## config.mk

```make
export PLATFORM = sky130hd
export DESIGN_NAME = player_state
export DESIGN_NICKNAME = d
export VERILOG_FILES = /design/src/rtl/player_state_pkg.sv /design/src/rtl/player_step_calc.sv /design/src/rtl/player_state.sv
export SDC_FILE = /design/constraint.sdc
export NUM_CORES = 1
export LEC_CHECK = 0
export ABC_CLOCK_PERIOD_IN_PS = 3050
export CAP_MARGIN = 30
export CELL_PAD_IN_SITES_DETAIL_PLACEMENT = 1
export CELL_PAD_IN_SITES_GLOBAL_PLACEMENT = 2
export CORE_MARGIN = 2
export CORE_UTILIZATION = 33
export DETAILED_ROUTE_END_ITERATION = 8
export GPL_TIMING_DRIVEN = 0
export PLACE_DENSITY = 0.78
export REMOVE_ABC_BUFFERS = 1
export SYNTH_ARGS = -nofsm -noshare
export SYNTH_HDL_FRONTEND = slang
export SYNTH_SLANG_ARGS = --single-unit
export TNS_END_PERCENT = 50
```

## constraint.sdc

```tcl
create_clock -name clk -period 3.05 [get_ports clk]
set_input_delay 0.4575 -clock clk [delete_from_list [all_inputs] [get_ports clk]]
set_output_delay 0.4575 -clock clk [all_outputs]
set_load 0.01 [all_outputs]
```

## src/rtl/player_state_pkg.sv

```systemverilog
// rtl/player_state_pkg.sv - shared heading/rotation encodings, FSM state type and map dimensions
package player_state_pkg;

  localparam int MAP_W_DEF = 16;
  localparam int MAP_H_DEF = 16;

  localparam logic [1:0] DIR_N = 2'd0;
  localparam logic [1:0] DIR_E = 2'd1;
  localparam logic [1:0] DIR_S = 2'd2;
  localparam logic [1:0] DIR_W = 2'd3;

  localparam logic [1:0] ROT_NONE = 2'b00;
  localparam logic [1:0] ROT_CW   = 2'b01;
  localparam logic [1:0] ROT_CCW  = 2'b10;

  typedef enum logic [1:0] {
    ST_IDLE,
    ST_REQ,
    ST_COMMIT
  } player_fsm_t;

endpackage

```

## src/rtl/player_step_calc.sv

```systemverilog
// rtl/player_step_calc.sv - one-cell forward target, bounds check and wall-map address
module player_step_calc
  import player_state_pkg::*;
#(
  parameter int XW = 4,
  parameter int YW = 4
) (
  input  logic [XW-1:0]    pos_x,
  input  logic [YW-1:0]    pos_y,
  input  logic [1:0]       heading,
  output logic [XW-1:0]    target_x,
  output logic [YW-1:0]    target_y,
  output logic             out_of_bounds,
  output logic [XW+YW-1:0] cell_addr
);

  localparam logic [XW:0] X_ONE = 1;
  localparam logic [YW:0] Y_ONE = 1;

  logic [XW:0] tx_ext;
  logic [YW:0] ty_ext;

  // The extra top bit catches both wrap below zero and overflow past a power-of-two edge.
  always_comb begin
    tx_ext = {1'b0, pos_x};
    ty_ext = {1'b0, pos_y};
    case (heading)
      DIR_N:   ty_ext = {1'b0, pos_y} - Y_ONE;
      DIR_E:   tx_ext = {1'b0, pos_x} + X_ONE;
      DIR_S:   ty_ext = {1'b0, pos_y} + Y_ONE;
      default: tx_ext = {1'b0, pos_x} - X_ONE;
    endcase
  end

  assign out_of_bounds = tx_ext[XW] | ty_ext[YW];
  assign target_x      = tx_ext[XW-1:0];
  assign target_y      = ty_ext[YW-1:0];
  // MAP_W is a power of two, so y*MAP_W + x is a plain concatenation.
  assign cell_addr     = {target_y, target_x};

endmodule

```

## src/rtl/player_state.sv

```systemverilog
// rtl/player_state.sv - player pose register with wall-checked forward moves
module player_state
  import player_state_pkg::*;
#(
  parameter int MAP_W     = MAP_W_DEF,
  parameter int MAP_H     = MAP_H_DEF,
  parameter int START_X   = 1,
  parameter int START_Y   = 1,
  parameter int START_DIR = 0,
  localparam int XW = $clog2(MAP_W),
  localparam int YW = $clog2(MAP_H),
  localparam int AW = $clog2(MAP_W * MAP_H)
) (
  input  logic          clk,
  input  logic          rst,
  input  logic          move,
  input  logic [1:0]    rotation,
  output logic          map_rd_req,
  output logic [AW-1:0] map_addr,
  input  logic          map_rd_ack,
  input  logic          map_wall,
  output logic [XW-1:0] pos_x,
  output logic [YW-1:0] pos_y,
  output logic [1:0]    heading,
  output logic          pose_update,
  output logic          move_blocked,
  output logic          busy
);

  player_fsm_t   state;
  logic          prev_move;
  logic [1:0]    prev_rot;
  logic [XW-1:0] tgt_x;
  logic [YW-1:0] tgt_y;
  logic          commit_ok;

  logic [XW-1:0] step_x;
  logic [YW-1:0] step_y;
  logic          step_oob;
  logic [AW-1:0] step_addr;

  logic move_edge;
  logic rot_edge;

  player_step_calc #(
    .XW (XW),
    .YW (YW)
  ) u_step (
    .pos_x         (pos_x),
    .pos_y         (pos_y),
    .heading       (heading),
    .target_x      (step_x),
    .target_y      (step_y),
    .out_of_bounds (step_oob),
    .cell_addr     (step_addr)
  );

  assign move_edge = move & ~prev_move;
  assign rot_edge  = (prev_rot == ROT_NONE) && ((rotation == ROT_CW) || (rotation == ROT_CCW));

  always_ff @(posedge clk or posedge rst) begin
    if (rst) begin
      state        <= ST_IDLE;
      prev_move    <= 1'b0;
      prev_rot     <= ROT_NONE;
      pos_x        <= XW'(START_X);
      pos_y        <= YW'(START_Y);
      heading      <= 2'(START_DIR);
      tgt_x        <= '0;
      tgt_y        <= '0;
      commit_ok    <= 1'b0;
      map_rd_req   <= 1'b0;
      map_addr     <= '0;
      pose_update  <= 1'b0;
      move_blocked <= 1'b0;
      busy         <= 1'b0;
    end else begin
      // Edge history tracks the inputs even while busy so held levels never fire late.
      prev_move    <= move;
      prev_rot     <= rotation;
      pose_update  <= 1'b0;
      move_blocked <= 1'b0;
      case (state)
        ST_IDLE: begin
          if (move_edge) begin
            if (step_oob) begin
              move_blocked <= 1'b1;
            end else begin
              tgt_x      <= step_x;
              tgt_y      <= step_y;
              map_addr   <= step_addr;
              map_rd_req <= 1'b1;
              busy       <= 1'b1;
              state      <= ST_REQ;
            end
          end else if (rot_edge) begin
            heading     <= (rotation == ROT_CW) ? heading + 2'd1 : heading - 2'd1;
            pose_update <= 1'b1;
          end
        end
        ST_REQ: begin
          if (map_rd_ack) begin
            map_rd_req <= 1'b0;
            commit_ok  <= ~map_wall;
            state      <= ST_COMMIT;
          end
        end
        ST_COMMIT: begin
          if (commit_ok) begin
            pos_x       <= tgt_x;
            pos_y       <= tgt_y;
            pose_update <= 1'b1;
          end else begin
            move_blocked <= 1'b1;
          end
          busy  <= 1'b0;
          state <= ST_IDLE;
        end
        default: begin
          map_rd_req <= 1'b0;
          busy       <= 1'b0;
          state      <= ST_IDLE;
        end
      endcase
    end
  end

endmodule

```

-- Word-level counts from Yosys, hierarchy flattened
Cells that the tools add are included.
- add/subtract/negate cells: 6
- eq/ne operators: 9
- mux-type cells: 20
- bitwise operators: 8
- reductions and logical operators: 13
- operators with widths (kind ; count):
    case mux 5 bit (2 select lines) ; 2
    AND reduction 3 bit ; 4
    adder 4 x 1 -> 5 bit (second input constant) ; 2
    subtractor 4 x 1 -> 5 bit (second input constant) ; 2
    two-way mux 1 bit ; 9
    two-way mux 2 bit ; 4
    == test 2 x 1 -> 1 bit (second input constant) ; 3
    == test 2 bit (second input constant) ; 3
    logical NOT 2 bit ; 3
    inequality test 2 bit (second input constant) ; 3
    inverter 1 bit ; 6
    case mux 1 bit (2 select lines) ; 3
    case mux 2 bit (2 select lines) ; 1
    AND reduction 2 bit ; 2
    AND reduction 4 bit ; 1
    case mux 1 bit (3 select lines) ; 1
    adder 2 x 1 -> 2 bit (second input constant) ; 1
    OR reduction 2 bit ; 1
    subtractor 2 x 1 -> 2 bit (second input constant) ; 1
    bitwise AND 1 bit ; 1
    logical AND 1 bit ; 1
    logical OR 1 bit ; 1
    bitwise OR 1 bit ; 1
- register bits: 36
- bits of input ports: 7
- word-level logic and storage cells: 70

-- Logic depth before layout (Yosys ltp)
- depth in word-level cells: 7
- mapped depth: 9
- mapped depth without buffers: 9

-- Modules after synthesis
Synthesis repeated with hierarchy kept, for this count alone.
- cells, all modules: 143
- area, all modules: 1790.5 um^2
- modules (own cells, without submodules) (module ; instances ; cells each ; area each (um^2) ; sequential area each (um^2)):
    player_state ; 1 ; 90 ; 1380.1 ; 903.4
    player_step_calc ; 1 ; 53 ; 410.4 ; 0.0

-- Worst setup path before layout
OpenSTA, ideal clock, no wires.
- kind: flip-flop to flip-flop
- start: register heading[0]
- end: register map_addr[0]
- arrival: 2470 ps
- path slack: 455 ps
- stages on the path, launching flop included: 10
- cells stage by stage: dfrtp_1 inv_1 ha_1 inv_1 fa_1 a21o_1 a21oi_1 mux2i_1 nor2_4 mux2_4
- word-level cells in the longest chain between the ends: 6
- elaborated cells between the ends (all ways): 9
- ends and longest elaborated chain (element ; line ; text):
    start, declared ; player_state.sv:24 ; output logic [1:0] heading,
    start signal, assigned ; player_state.sv:68 ; heading <= 2'(START_DIR);
    start signal, assigned ; player_state.sv:97 ; heading <= (rotation == ROT_CW) ? heading + 2'd1 : heading - 2'd1;
    == test 2 bit / logical NOT 2 bit (equally long branches) ; player_step_calc.sv:27 ; case (heading)
    OR reduction 2 bit (no source line) ; -- ;
    case mux 5 bit (2 select lines) ; player_step_calc.sv:27 ;
    bitwise OR 1 bit ; player_step_calc.sv:35 ; assign out_of_bounds = tx_ext[XW] | ty_ext[YW];
    inverter 1 bit (no source line) ; -- ;
    AND reduction 3 bit (no source line) ; -- ;
    end signal, assigned ; player_state.sv:91 ; map_addr <= step_addr;
    end, declared ; player_state.sv:19 ; output logic [AW-1:0] map_addr,
Parallel ways exist; a longest one is shown, timed or not.
A chain may end at the register's enable or synchronous reset.

-- Worst setup path in the final report
Same ends and word-level chain as after synthesis.

==> run summary <==
via count -> 1056
Worst Path Required -> 3230 ps
RSZ-0062 raised after global routing -> false
WS Path Type -> flop to flop
Die X -> 71.59 µm
wire per inst -> 14.92 µm
Setup crit start kind -> flop
first drt pass iteration count -> 4
Setup TNS -> 0 ps
warnings from Yosys -> 0
synth cell count leaders -> dfrtp_1, nand2_1, inv_1, o21ai_0, ha_1
PostCTS Resize Cnt -> 0
Die ar. -> 5125 µm²
top-level I/O count -> 29
die height -> 71.59 µm
CP endpoint kind -> flop
Crit path largest cell delay -> 460 ps
layout cells sized above 1 -> 15.85%
WL final -> 3222 µm
top cells by area, synth -> dfrtp_1, ha_1, mux2_4
CP Buf/Inv Count -> 2
Hold Path Depth -> 2
Critical-path top delay cell -> dfrtp_1
initial core utilization -> 34.39%
Crit path arrival time -> 3020 ps
Post-CTS Setup Bufs -> 0
met1 wire length -> 1478 µm
dpl cells -> 212
overall power -> 2133 µW
ant diodes -> 0
Finished Layout Cells -> 216
Remaining Overflow, GRT -> 0
Synth top area share -> 43.15%
Syn Std Cell Area -> 1508 µm²
pwr dens -> 1102 nW/µm²
CTS sink count -> 28
Mapped Avg Cell Area -> 11.42 µm²
H-tree depth -> 1
met3 wire length -> 97 µm
LEAKAGE -> 0.0008975 µW
DR WL met2 -> 1596 µm
Syn Inst Count -> 132
initial antenna violation count -> 0
hold_buf cts -> 0
DR top layer -> met4
total CTS buffers -> 3
sequential share of the synthesized area -> 46.64%
reg2reg path depth -> 9
Post-DP HPWL -> 2463 µm
vias in the first global route -> 1148
top_reg_cell synth -> dfrtp_1
Synth async-reset ratio -> 100.0%
CP max FO -> 10
Nets -> 184
Skew-Pair Late Insertion Delay -> 280 ps
Max clock buf depth -> 2
Yosys top cell by area -> dfrtp_1
core region area -> 4384 µm²
endpoints failing hold -> 0
Hold Path Class -> flop to flop
P&R area growth vs syn -> 28.38%
DR vias/cell -> 4.889
final-report max-slew violation count -> 0
minimum clock period -> 2838 ps
EDFF count, synth -> 0
Clock transition at path regs -> 100 ps
first-pass GRT wire length -> 5354 µm
status -> completed
Rows -> 24
Peak VDD IR -> 0.0003122 V
Distinct cells, synth -> 28
RD Place Congestion -> 0.7756
crit-path cells -> inv_1 > ha_1 > inv_1 > fa_1 > a21o_1 > a21oi_1 > mux2i_1 > nor2_4 > mux2_4
Top Family by Delay on Critical Path -> adder cells
CP most frequent cell -> inv_1
overall routing resource usage -> 13.58%
CP Depth -> 9
relative slew slack -> 56.14%
f_max -> 352.4 MHz
post-route clock period utilization -> 93.04%
final setup vio count -> 0
most frequent cell after synthesis -> dfrtp_1
initial DRC count -> 23
#FFs+latches synth -> 28
PortBufs -> 28
DRC -> 0
Antenna Nets Post-Route -> 0
Filler cells -> 478
worst slew pin tran -> 648.8 ps
CTS tree -> yes
largest net degree at the start of global routing -> 17
max-cap viol count -> 0
clock root buffer -> clkbuf_8
Clock Skews -> 6.796 ps
registers in the layout (all words and copies together) (netlist names), 2 cells and up:
register  flops
map_addr      8
pos_x         4
pos_y         4
heading       2
prev_rot      2
state         2
kinds of logic (layout without fill, tap and decap cells):
family                   Yosys count  count (layout)  synth area share (%)
XOR/XNOR                           9               9                 5.228
AND/OR/NAND/NOR                   33              33                 11.29
multiplexers                      18              18                 15.27
buffers and inverters             12              44                 2.987
flip-flops                        28              28                 46.64
AO/OA/AOI/OAI                     20              20                 7.635
adder cells (fa/ha/maj)           12              12                 10.95
final timing paths:
check | startpoint | endpoint | slack (ps)
setup / recovery | heading[0] | map_addr[0] | 210
hold / removal | map_rd_req | map_rd_req | 490
setup reg to reg | heading[0] | map_addr[0] | 210
hold reg to reg | map_rd_req | map_rd_req | 490
max in group asynchronous | rst | pos_x[0] | 1930
min in group asynchronous | rst | prev_move | 530
stage by stage:
step                util [%]  hold WS, ps  cell area (µm²)  setup slack, ps
floorplan                  -        470.5             1504            455.4
global placement       42.18        465.9             1849            213.3
detailed placement     42.52        473.8             1864            180.5
CTS                    44.15        498.2             1936            158.4
global route           44.15        558.9             1936            9.283
finish                 44.15        494.0             1936            212.4
placed cells by master (no fill, tap or decap), types with 5 or more instances in the layout:
master,count
clkdlybuf4s50_1,28
dfrtp_1,26
nand2_1,15
inv_1,11
o21ai_0,11
ha_1,10
mux2_2,8
mux2_4,8
xnor2_1,5
where the power goes:
part	internal, µW	switching [µW]	total, µW
sequential	518	135	653
clock	176	124	300
combinational	645	536	1180
total	1340	795	2130
final cells by class:
| class | instances | area [µm²] | share of cell area [%] |
|---|---|---|---|
| Clock buffer | 3 | 41.29 | 2.133 |
| Clock inverter | 1 | 30.03 | 1.551 |
| Inverter | 11 | 41.29 | 2.133 |
| Multi-Input combinational cell | 92 | 759.5 | 39.24 |
| Sequential cell | 28 | 703.2 | 36.33 |
| Tap cell | 52 | 65.06 | 3.361 |
| Timing Repair Buffer | 29 | 295.3 | 15.26 |
metal layers:
layer / GRT usage, % / vias up
met5: 0 / -
met4: 5.031 / 0
met3: 1.547 / 5
met2: 24.18 / 20
met1: 16.84 / 511
li1: - / 520
worst register-to-register path: stages, from the launching register on:
cell     delay (ps)
dfrtp_1         460
inv_1           110
ha_1            290
inv_1           150
fa_1            420
a21o_1          170
a21oi_1         250
mux2i_1         180
nor2_4          360
mux2_4          350
No activity file was read; power rests on OpenSTA's default activity.
